**config.mk**
```make
export PLATFORM = sky130hd
export DESIGN_NAME = univ_shift_reg
export DESIGN_NICKNAME = d
export VERILOG_FILES = /design/src/rtl/univ_shift_pkg.sv /design/src/rtl/shift_core.sv /design/src/rtl/univ_shift_reg.sv
export SDC_FILE = /design/constraint.sdc
export NUM_CORES = 1
export LEC_CHECK = 0
export CORE_ASPECT_RATIO = 0.5
export CORE_MARGIN = 8
export CORE_UTILIZATION = 56
export CTS_BUF_LIST = sky130_fd_sc_hd__clkbuf_4 sky130_fd_sc_hd__clkbuf_8
export CTS_CLUSTER_SIZE = 24
export DETAILED_ROUTE_END_ITERATION = 8
export DONT_BUFFER_PORTS = 1
export GPL_TIMING_DRIVEN = 1
export PLACE_DENSITY = 0.74
export SLEW_MARGIN = 20
export SYNTH_ARGS = -nofsm -noshare
export SYNTH_HDL_FRONTEND = slang
export SYNTH_HIERARCHICAL = 1
export SYNTH_SLANG_ARGS = --single-unit
```
**constraint.sdc**
```tcl
create_clock -name clk -period 2.1 [get_ports clk]
set_input_delay 0.21 -clock clk [delete_from_list [all_inputs] [get_ports clk]]
set_output_delay 0.21 -clock clk [all_outputs]
set_load 0.005 [all_outputs]
```
**src/rtl/univ_shift_pkg.sv**
```systemverilog
// Shared encodings for the universal shift register: operation modes and burst FSM states.
package univ_shift_pkg;

    localparam logic [2:0] MODE_HOLD = 3'd0;
    localparam logic [2:0] MODE_SHL  = 3'd1;
    localparam logic [2:0] MODE_SHR  = 3'd2;
    localparam logic [2:0] MODE_ROL  = 3'd3;
    localparam logic [2:0] MODE_ROR  = 3'd4;
    localparam logic [2:0] MODE_ASR  = 3'd5;
    localparam logic [2:0] MODE_LOAD = 3'd6;
    localparam logic [2:0] MODE_CLR  = 3'd7;

    typedef enum logic [1:0] {
        ST_IDLE = 2'd0,
        ST_RUN  = 2'd1,
        ST_FIN  = 2'd2
    } state_t;

    // Only shift/rotate modes are worth repeating in a burst.
    function automatic logic is_shift(input logic [2:0] m);
        return (m >= MODE_SHL) && (m <= MODE_ASR);
    endfunction

endpackage

```
**src/rtl/shift_core.sv**
```systemverilog
// Combinational next-value logic for one register step; shared by single-step and burst paths.
module shift_core
    import univ_shift_pkg::*;
#(
    parameter int unsigned WIDTH = 8
) (
    input  logic [WIDTH-1:0] cur,
    input  logic [2:0]       mode,
    input  logic [WIDTH-1:0] pdata,
    input  logic             sin_l,
    input  logic             sin_r,
    output logic [WIDTH-1:0] nxt,
    output logic             ej_l,
    output logic             ej_r,
    output logic             ej_l_vld,
    output logic             ej_r_vld
);

    assign ej_l = cur[WIDTH-1];
    assign ej_r = cur[0];

    always_comb begin
        nxt      = cur;
        ej_l_vld = 1'b0;
        ej_r_vld = 1'b0;
        case (mode)
            MODE_SHL: begin
                nxt      = {cur[WIDTH-2:0], sin_l};
                ej_l_vld = 1'b1;
            end
            MODE_SHR: begin
                nxt      = {sin_r, cur[WIDTH-1:1]};
                ej_r_vld = 1'b1;
            end
            MODE_ROL: begin
                nxt      = {cur[WIDTH-2:0], cur[WIDTH-1]};
                ej_l_vld = 1'b1;
            end
            MODE_ROR: begin
                nxt      = {cur[0], cur[WIDTH-1:1]};
                ej_r_vld = 1'b1;
            end
            MODE_ASR: begin
                nxt      = {cur[WIDTH-1], cur[WIDTH-1:1]};
                ej_r_vld = 1'b1;
            end
            MODE_LOAD: nxt = pdata;
            MODE_CLR:  nxt = '0;
            default:   nxt = cur;
        endcase
    end

endmodule

```
**src/rtl/univ_shift_reg.sv**
```systemverilog
// Universal shift register with single-step operation and a counted autonomous burst.
module univ_shift_reg
    import univ_shift_pkg::*;
#(
    parameter int unsigned WIDTH = 8,
    parameter int unsigned CNTW  = $clog2(WIDTH + 1)
) (
    input  logic             clk,
    input  logic             rstn,
    input  logic             en,
    input  logic [2:0]       mode,
    input  logic             sin_l,
    input  logic             sin_r,
    input  logic [WIDTH-1:0] pdata,
    input  logic             start,
    input  logic [CNTW-1:0]  count,
    output logic [WIDTH-1:0] out,
    output logic             sout_l,
    output logic             sout_r,
    output logic             busy,
    output logic             done
);

    state_t            state;
    logic [2:0]        op_q;
    logic [CNTW-1:0]   rem_q;
    logic [2:0]        core_mode;
    logic [WIDTH-1:0]  nxt;
    logic              ej_l, ej_r, ej_l_vld, ej_r_vld;

    // During a burst the latched op drives the core; serial pins stay live.
    assign core_mode = (state == ST_RUN) ? op_q : mode;

    shift_core #(.WIDTH(WIDTH)) u_core (
        .cur      (out),
        .mode     (core_mode),
        .pdata    (pdata),
        .sin_l    (sin_l),
        .sin_r    (sin_r),
        .nxt      (nxt),
        .ej_l     (ej_l),
        .ej_r     (ej_r),
        .ej_l_vld (ej_l_vld),
        .ej_r_vld (ej_r_vld)
    );

    always_ff @(posedge clk) begin
        if (!rstn) begin
            state  <= ST_IDLE;
            op_q   <= MODE_HOLD;
            rem_q  <= '0;
            out    <= '0;
            sout_l <= 1'b0;
            sout_r <= 1'b0;
            busy   <= 1'b0;
            done   <= 1'b0;
        end else if (en) begin
            case (state)
                ST_IDLE: begin
                    if (start) begin
                        op_q <= mode;
                        // Non-shift modes and zero counts collapse to a bare done pulse.
                        if (is_shift(mode) && (count != '0)) begin
                            rem_q <= count;
                            busy  <= 1'b1;
                            state <= ST_RUN;
                        end else begin
                            rem_q <= '0;
                            done  <= 1'b1;
                            state <= ST_FIN;
                        end
                    end else begin
                        out <= nxt;
                        if (ej_l_vld) sout_l <= ej_l;
                        if (ej_r_vld) sout_r <= ej_r;
                    end
                end
                ST_RUN: begin
                    out   <= nxt;
                    rem_q <= rem_q - CNTW'(1);
                    if (ej_l_vld) sout_l <= ej_l;
                    if (ej_r_vld) sout_r <= ej_r;
                    if (rem_q == CNTW'(1)) begin
                        busy  <= 1'b0;
                        done  <= 1'b1;
                        state <= ST_FIN;
                    end
                end
                ST_FIN: begin
                    done  <= 1'b0;
                    state <= ST_IDLE;
                end
                default: begin
                    busy  <= 1'b0;
                    done  <= 1'b0;
                    state <= ST_IDLE;
                end
            endcase
        end
    end

endmodule

```
**After elaboration in Yosys (flattened, before gate mapping)**

Index checks and enable logic that the tools add are counted.

- Register bits: 21
- Bits in latches: 0
- RAM bits: 0
- Memory bits (read-only): 0
- Word-level logic and storage cells: 67
- Memories: 0

- $add $sub $neg: 1
- Multipliers: 0
- Div/mod/pow operators: 0
- Magnitude comparators: 2
- Equality and inequality tests: 15
- Shift-type cells: 0
- Mux-type cells: 27
- Bitwise logic cells: 1
- Reductions and logical operators: 13

Operators with widths:

| cell | number |
|---|---|
| 8-bit one-hot mux with 7 select lines | 1 |
| 8-bit one-hot mux with 2 select lines | 1 |
| 3-bit == test, second input constant | 4 |
| 1-bit two-way mux | 12 |
| 3-bit AND reduction | 4 |
| 4-bit two-way mux | 2 |
| 8-bit two-way mux | 1 |
| 2-bit inequality test, second input constant | 4 |
| 4-bit one-hot mux with 2 select lines | 1 |
| 3-bit by 2-bit == test with 1-bit output, second input constant | 2 |
| 2-bit two-way mux | 3 |
| 1-bit one-hot mux with 2 select lines | 3 |
| 5-bit AND reduction | 1 |
| 4-bit by 1-bit == test with 1-bit output, second input constant | 1 |
| 2-bit one-hot mux with 2 select lines | 1 |
| 4-bit AND reduction | 1 |
| 4-bit nonzero test | 1 |
| 4-bit by 1-bit subtractor with 4-bit output, second input constant | 1 |
| 3-bit by 1-bit == test with 1-bit output, second input constant | 1 |
| 3-bit by 1-bit greater-or-equal comparator with 1-bit output, second input constant | 1 |
| 3-bit less-or-equal comparator, second input constant | 1 |
| 3-bit two-way mux | 1 |
| 1-bit one-hot mux with 3 select lines | 1 |
| 3-bit OR reduction | 1 |
| other kinds (8) | 9 |

**Logic depth before layout (Yosys ltp)**

Gate-level depths: netlist (run 1).

- Depth in word-level cells: 8
- Depth in mapped cells: 11
- Gate-level depth less buffers: 7

**Cells and area by module**

The synthesis (run 1) kept the hierarchy.

Modules (own cells, without submodules):

| module | times used | cells an instance | area an instance (µm²) |
|---|---|---|---|
| univ_shift_reg | 1 | 111 | 1051.0 |
| shift_core | 1 | 57 | 422.9 |

**Least setup slack after synthesis (run 1)**

No wires, ideal clock.

- Path type: reg2reg
- From: register state[0]
- To: register out[6]
- Arrival: 1958 ps
- Required time: 1984 ps
- Setup slack: 26 ps
- Stages on the path, launching flop included: 11
- Path buffers: 3
- Path through: dfxtp_1 buf_2 nand2b_1 buf_2 mux2_2 buf_6 nor2b_2 a22o_1 mux2_4 mux2i_1 nor2b_1

- Cells in the longest elaborated chain, start to end: 6
- Elaborated cells between the ends (all ways): 16

Ends and longest elaborated chain:

| element | line | text |
|---|---|---|
| start, declared | univ_shift_reg.sv:24 | `state_t state;` |
| start signal, assigned | univ_shift_reg.sv:49 | `state <= ST_IDLE;` |
| start signal, assigned | univ_shift_reg.sv:66 | `state <= ST_RUN;` |
| start signal, assigned | univ_shift_reg.sv:70 | `state <= ST_FIN;` |
| 2-bit by 1-bit == test with 1-bit output (*) | univ_shift_reg.sv:32 | `assign core_mode = (state == ST_RUN) ? op_q : mode;` |
| 3-bit two-way mux (*) | univ_shift_reg.sv:32 |  |
| via core_mode[1] | univ_shift_reg.sv:27 | `logic [2:0] core_mode;` |
| 3-bit == test (tied with other cells) | shift_core.sv:26 | `case (mode)` |
| 8-bit one-hot mux with 7 select lines (*) | shift_core.sv:26 |  |
| via nxt[6] | univ_shift_reg.sv:28 | `logic [WIDTH-1:0] nxt;` |
| 8-bit two-way mux | univ_shift_reg.sv:60 | `if (start) begin` |
| 8-bit one-hot mux with 2 select lines (*) | univ_shift_reg.sv:58 | `case (state)` |
| end signal, assigned | univ_shift_reg.sv:73 | `out <= nxt;` |
| end signal, assigned | univ_shift_reg.sv:79 | `out <= nxt;` |
| end, declared | univ_shift_reg.sv:17 | `output logic [WIDTH-1:0] out,` |

Mark *: on every way through the listed nets, which the timed path passes. The rest lies on a longest branch. The select of a mux whose other input is x is not followed.
A chain may end at the register's enable or synchronous reset.

**Final worst setup path (run 1)**

- From: register state[1]
- To: register out[4]

Same word-level chain as after synthesis.

==> metrics.txt, run 1 <==
outcome finished clean; top cells by area, synth dfxtp_1 29%, mux2i_1 10%, nor2b_1 7.2%, nor3_1 4.4%, a21boi_0 4.1%; overall routing resource usage 13.9%; Slew HR 69.5%; hold path depth 1; worst hold slack 60.2 ps; MaxCap Viol Count 0; layout cells sized above 1 13.9%; Final setup viols 0; critical path cell sequence nand2b_1 -> mux2_2 -> nor2b_2 -> mux2i_4 -> o22a_1 -> mux2i_1 -> nor2b_1; Total Routed Length 3.10 mm; worst skew pair latency 260 ps; clock buffer depth 2; Max Slew Vio Count 0; total placed cells including tap cells 199; Async SR Flop Fraction 0%; clock slew at reported path FFs 80 ps; post_cts resized 0; pwr dens 607 nW/um^2; wire per inst 15.3 um; CP Max Fanout 16; hold crit path type primary input to flip-flop; initial core utilization 57.7%; pin count of the biggest net entering global routing 23; post-detail-place hpwl 2.30 mm; Critical Path Max Stage Delay 480 ps; gpl congestion 0.809; area of the core 2550 um^2; crit path time final 1960 ps; Critical Path AT 2120 ps; residual DRC count 0; Chip Height 52.3 um; Yosys top cell area share 28.5%; Final Cycle Share 93.2%; Synth area leader dfxtp_1; RSZ-0062 raised after global routing false; Cell Rows 13; CTS tree built; root cell of the clock tree clkbuf_8; total negative slack 0 ps; Peak VDD IR 0.000307 V; Antenna Diode Count 0; Via-to-Cell Ratio 5.74; io pins 33; EDFF count, synth 0; Startpoint Class flip-flop; GR Overflow Total 0; CTS HTree Levels 1; crit path capture type flip-flop; Slew @ Worst Pin 454 ps; Num CTS Buffers 3; Die Area 4630 um^2; most common library cells after synthesis 21 x dfxtp_1, 17 x nor2b_1, 15 x mux2i_1, 13 x nor3_1; Post-DRT Antenna Nets 0; TritonCTS sink count 21; Die W 88.6 um; Util after Layout 60.0%; synthesized area 1470 um^2; global-route wire length before repair 4.97 mm; Synth Flop Type dfxtp_1; worst r2r path cells 7; Finished Layout Cells 203; sequential share of the synthesized area 28.5%; syn_nets 191; area grow syn2layout 3.99%; 1st-pass router iterations 4; initial DRC count 40; Synth Register Bits 21; skew final 1.81 ps; # hold bufs at CTS 0; Synth Area per Inst 8.77 um^2; LEAKAGE 0.000575 uW; Final Hold Fails 0; synth warn 6; fin nets 190; Max Freq 511 MHz; PortBufs 0; Worst path slowest cell mux2_2; vias in the first global route 1,009; Required @ worst endpoint 2260 ps; Unique masters post-synth 45; critical path type flip-flop to flip-flop; Setup Fix Bufs, Post-CTS 0; most numerous cell in the Yosys netlist dfxtp_1; initial antenna violation count 0; routed via count 1,166; Cells after Synth 168
-- state kept, by name, indices dropped and copies added, names as in the netlist --
signal  flops
sout_r      1
sout_l      1
done        1
state       2
busy        1
op_q        3
rem_q       4
out         8
-- cell usage in the layout (no fill, tap or decap), drive strengths merged, types with 6 or more instances in the layout --
cell	instances
a21boi	10
buf	6
dfxtp	21
inv	7
mux2i	16
nand2b	7
nor2	9
nor2b	18
nor3	13
o21ai	7
-- layer usage --
metal	share of wire [%]	up-vias	global-route usage, %	wire length, um
met4	0.81	0	3.32	25
met1	46	528	17.6	1420
li1	-	603	-	-
met3	9.4	5	7.03	290
met2	44	30	20.4	1360
met5	0	-	0	0
-- layout make-up --
cell class                 instances  area, um^2
clock buffer                       3        41.3
clock inverter                     1        5.00
fill                             221        1020
inverter                           7        26.3
multi-input combinational        128         948
sequential                        21         420
tap                               37        46.3
timing repair buffer               6        45.0
-- final timing paths --
kind	start	to	slack [ps]
setup / recovery	state[1]	out[4]	140
hold / removal	rstn	sout_l	60
setup reg to reg	state[1]	out[4]	140
hold reg to reg	busy	busy	500
-- stage by stage --
stage                     total power, uW  area [um^2]  worst slack, ps
after global placement                662         1490              234
final                                 930         1530              142
after global routing                  994         1530             6.68
after CTS                             947         1530              118
after detailed placement              667         1490              159
after floorplan                       641         1470             25.6
-- where the power goes --
part / switching (uW) / internal [uW] / total (uW) / leakage (uW)
Clock: 140 / 133 / 273 / 0.0000255
Combinational: 105 / 108 / 214 / 0.000378
Sequential: 23.3 / 420 / 444 / 0.000171
Total: 269 / 661 / 930 / 0.000575
-- cells by family (layout without fill, tap and decap cells) --
family	count (synthesis)	in the layout	synth area share, %
AOI/OAI and AO/OA	40	40	19.5
adders and majority gates	2	2	1.70
buffers and inverters	19	17	7.13
DFF	21	21	28.5
muxes	22	22	17.3
and+or+nand+nor	64	64	25.8
-- critical path: cells and delay by family (launching register included) --
family          cells  cell delay [ps]
compound gates      1              220
simple gates        3              520
mux                 3              780
flops               1              330
(Power assumes the default switching activity.)
==> inputs of run 2 (changes only) <==
- ABC_AREA: unset -> 1
==> run 2 against run 1 <==
Sequential share of layout area is 0.27 points higher. Hold slack better by 8.2 ps. Synthesized area up 0.25%. Critical path depth grew 5. Final cell count increased by 38%. Critical path type unchanged. Highest routed layer unchanged.
==> metrics.txt, run 2 <==
Worst path slowest cell dfxtp_1; crit path capture type flip-flop; Max Slew Vio Count 0 (unchanged); Startpoint Class flip-flop; vias in the first global route 1,241 (+23%); Total Routed Length 3.50 mm (+13%); GR Overflow Total 0 (unchanged); initial core utilization 57.9% (+0.15 points); reg2reg setup slack 240 ps (+100 ps); global-route wire length before repair 5.49 mm (+11%); RSZ-0062 raised after global routing false; layout cells sized above 1 11.1% (-2.7 points); top cells by area, synth dfxtp_1 28%, nor2_1 15%, nand2_1 13%, o21ai_0 7.1%, inv_1 5.8%; Synth Area per Inst 5.98 um^2 (-32%); CTS HTree Levels 1 (unchanged); most common library cells after synthesis 61 x nor2_1, 52 x nand2_1, 23 x inv_1, 21 x dfxtp_1, 21 x o21ai_0; met2 WL post-DR 1.60 mm (+18%); Cells after Synth 247 (+47%); LEAKAGE 0.000735 uW (+28%); crit path time final 1860 ps (-95.5 ps); Critical Path AT 2070 ps (-50 ps); synthesized area 1480 um^2 (+0.25%); Synth Register Bits 21 (unchanged); WL met1 1.54 mm (+7.9%); outcome finished clean; gpl congestion 0.838 (+3.6%); worst r2r path cells 12 (+5); routed via count 1,452 (+25%); Yosys top cell area share 28.5% (-0.072 points); residual DRC count 0 (unchanged); DR top layer met4; TritonCTS sink count 21 (unchanged); sequential share of the synthesized area 28.5% (-0.072 points); Unique masters post-synth 25 (-44%); post-place setup slack 204 ps (+44.7 ps); Max Freq 537 MHz (+5.1%); critical path's most frequent cell nand2_1; area of the core 2550 um^2 (unchanged); Die Area 4640 um^2 (+0.20%); # hold bufs at CTS 0 (unchanged); synth warn 6 (unchanged); CP Max Fanout 13 (-3); post-detail-place hpwl 2.61 mm (+14%); overall routing resource usage 14.8% (+0.84 points); Critical Path Max Stage Delay 360 ps (-120 ps); initial DRC count 137 (+240%); Final setup viols 0 (unchanged); initial antenna violation count 0 (unchanged); CTS tree built; Via-to-Cell Ratio 5.19 (-9.7%); fin nets 267 (+41%); Die W 88.6 um (+0.10%); Antenna Diode Count 0 (unchanged); CP Depth 12 (+5); Final Hold Fails 0 (unchanged); Finished Layout Cells 280 (+38%); most common cell after layout, fill and taps aside nor2_1; Required @ worst endpoint 2300 ps (+40 ps); 1st-pass router iterations 4 (unchanged); pwr dens 739 nW/um^2 (+22%); io pins 33 (unchanged); critical path cell sequence inv_2 -> nor2_2 -> inv_2 -> nand2_1 -> nand2_1 -> inv_4 -> nand3_1 -> nand2_4 -> nand2_1 -> a21oi_1 -> nor2_1 -> nor2_1; DR WL met3 345 um (+19%); total negative slack 0 ps (unchanged); worst skew pair latency 260 ps (about the same); Post-DRT Antenna Nets 0 (unchanged); root cell of the clock tree clkbuf_8; CP delay by family, top simple AND/OR/NAND/NOR gates; clock buffer depth 2 (unchanged); Largest register FFs 8 (unchanged); PortBufs 0 (unchanged); clock slew at reported path FFs 80 ps (about the same); skew final 5.04 ps (+3.23 ps); pin count of the biggest net entering global routing 22 (-4.3%); area grow syn2layout 2.71%; critical path type flip-flop to flip-flop; Chip Height 52.3 um (about the same); most frequent cells in the layout 61 x nor2_1, 51 x nand2_1, 23 x inv_1; most numerous cell in the Yosys netlist nor2_1; Final Cycle Share 88.7% (-4.5 points); Slew @ Worst Pin 309 ps (-145 ps); Slew HR 79.4% (+9.9 points); worst path bufs/invs 3 (+3); Synth area leader dfxtp_1; hold crit path type primary input to flip-flop; MaxCap Viol Count 0 (unchanged); syn_nets 270 (+41%); hold path depth 2 (+1); largest registers out x8, rem_q x4, op_q x3; Peak VDD IR 0.000320 V (+4.2%); Cell Rows 13 (unchanged); Num CTS Buffers 3 (unchanged); Largest Register out; wire per inst 12.5 um (-18%); total placed cells including tap cells 276 (+39%); final worst slack 237 ps (+95.5 ps); Async SR Flop Fraction 0% (unchanged); EDFF count, synth 0 (unchanged); Synth Flop Type dfxtp_1
-- run 2: changes by cell type in the layout (fill, tap and decap cells not counted), sizes merged, moves of 16 or more --
| cell | delta |
|---|---|
| mux2i | -16 |
| nand3 | +16 |
| nor2b | -18 |
| nor2 | +55 |
| nand2 | +53 |
| inv | +21 |
-- run 2: worst paths after layout --
| check | startpoint | to |
|---|---|---|
| max | state[0] | out[4] |
| min | rstn | state[0] |
| max reg2reg | state[0] | out[4] |
| min reg2reg | op_q[0] | op_q[0] |
-- run 2: power breakdown --
group	leakage [uW]	switching [uW]	internal [uW]	total, uW
Sequential	0.000173	55.7	444	500
Clock	0.0000262	136	148	284
Combinational	0.000536	219	118	337
-- run 2: repair_timing --
action / 4_1_cts / 5_1_grt
setup endpoints to repair: 0 / 8
gates resized for setup: 0 / 3
setup buffers: 0 / 0
-- run 2: stage by stage --
stage	total power (uW)	util, %	hold WS [ps]	instance area [um^2]
3_5_place_dp	840	57.1	341	1460
6_report	1120	59.4	68.5	1520
3_3_place_gp	832	57.1	346	1460
2_1_floorplan	796	-	351	1480
4_1_cts	1130	59.0	59.3	1510
5_1_grt	1200	59.4	72.2	1520
-- run 2: logic make-up after synthesis --
kind of cell | after synthesis | synth area share [%]
simple gates | 147 | 43.0
compound gates | 39 | 14.3
buf+inv | 38 | 12.5
flops | 21 | 28.5
fa+ha+maj | 2 | 1.69
-- run 2: routing by layer --
metal | track usage (%) | vias to the layer above
li1 | - | 772
met1 | 17.0 | 630
met2 | 25.3 | 46
met3 | 6.25 | 4
met4 | 2.49 | 0
met5 | 0 | -
-- run 2: area by class of cell --
cell class	count	area (um^2)
fill	273	1040
tap	37	46.3
sequential	21	420
multi-input combinational	188	880
timing repair buffer	2	15.0
inverter	28	108
clock buffer	4	48.8
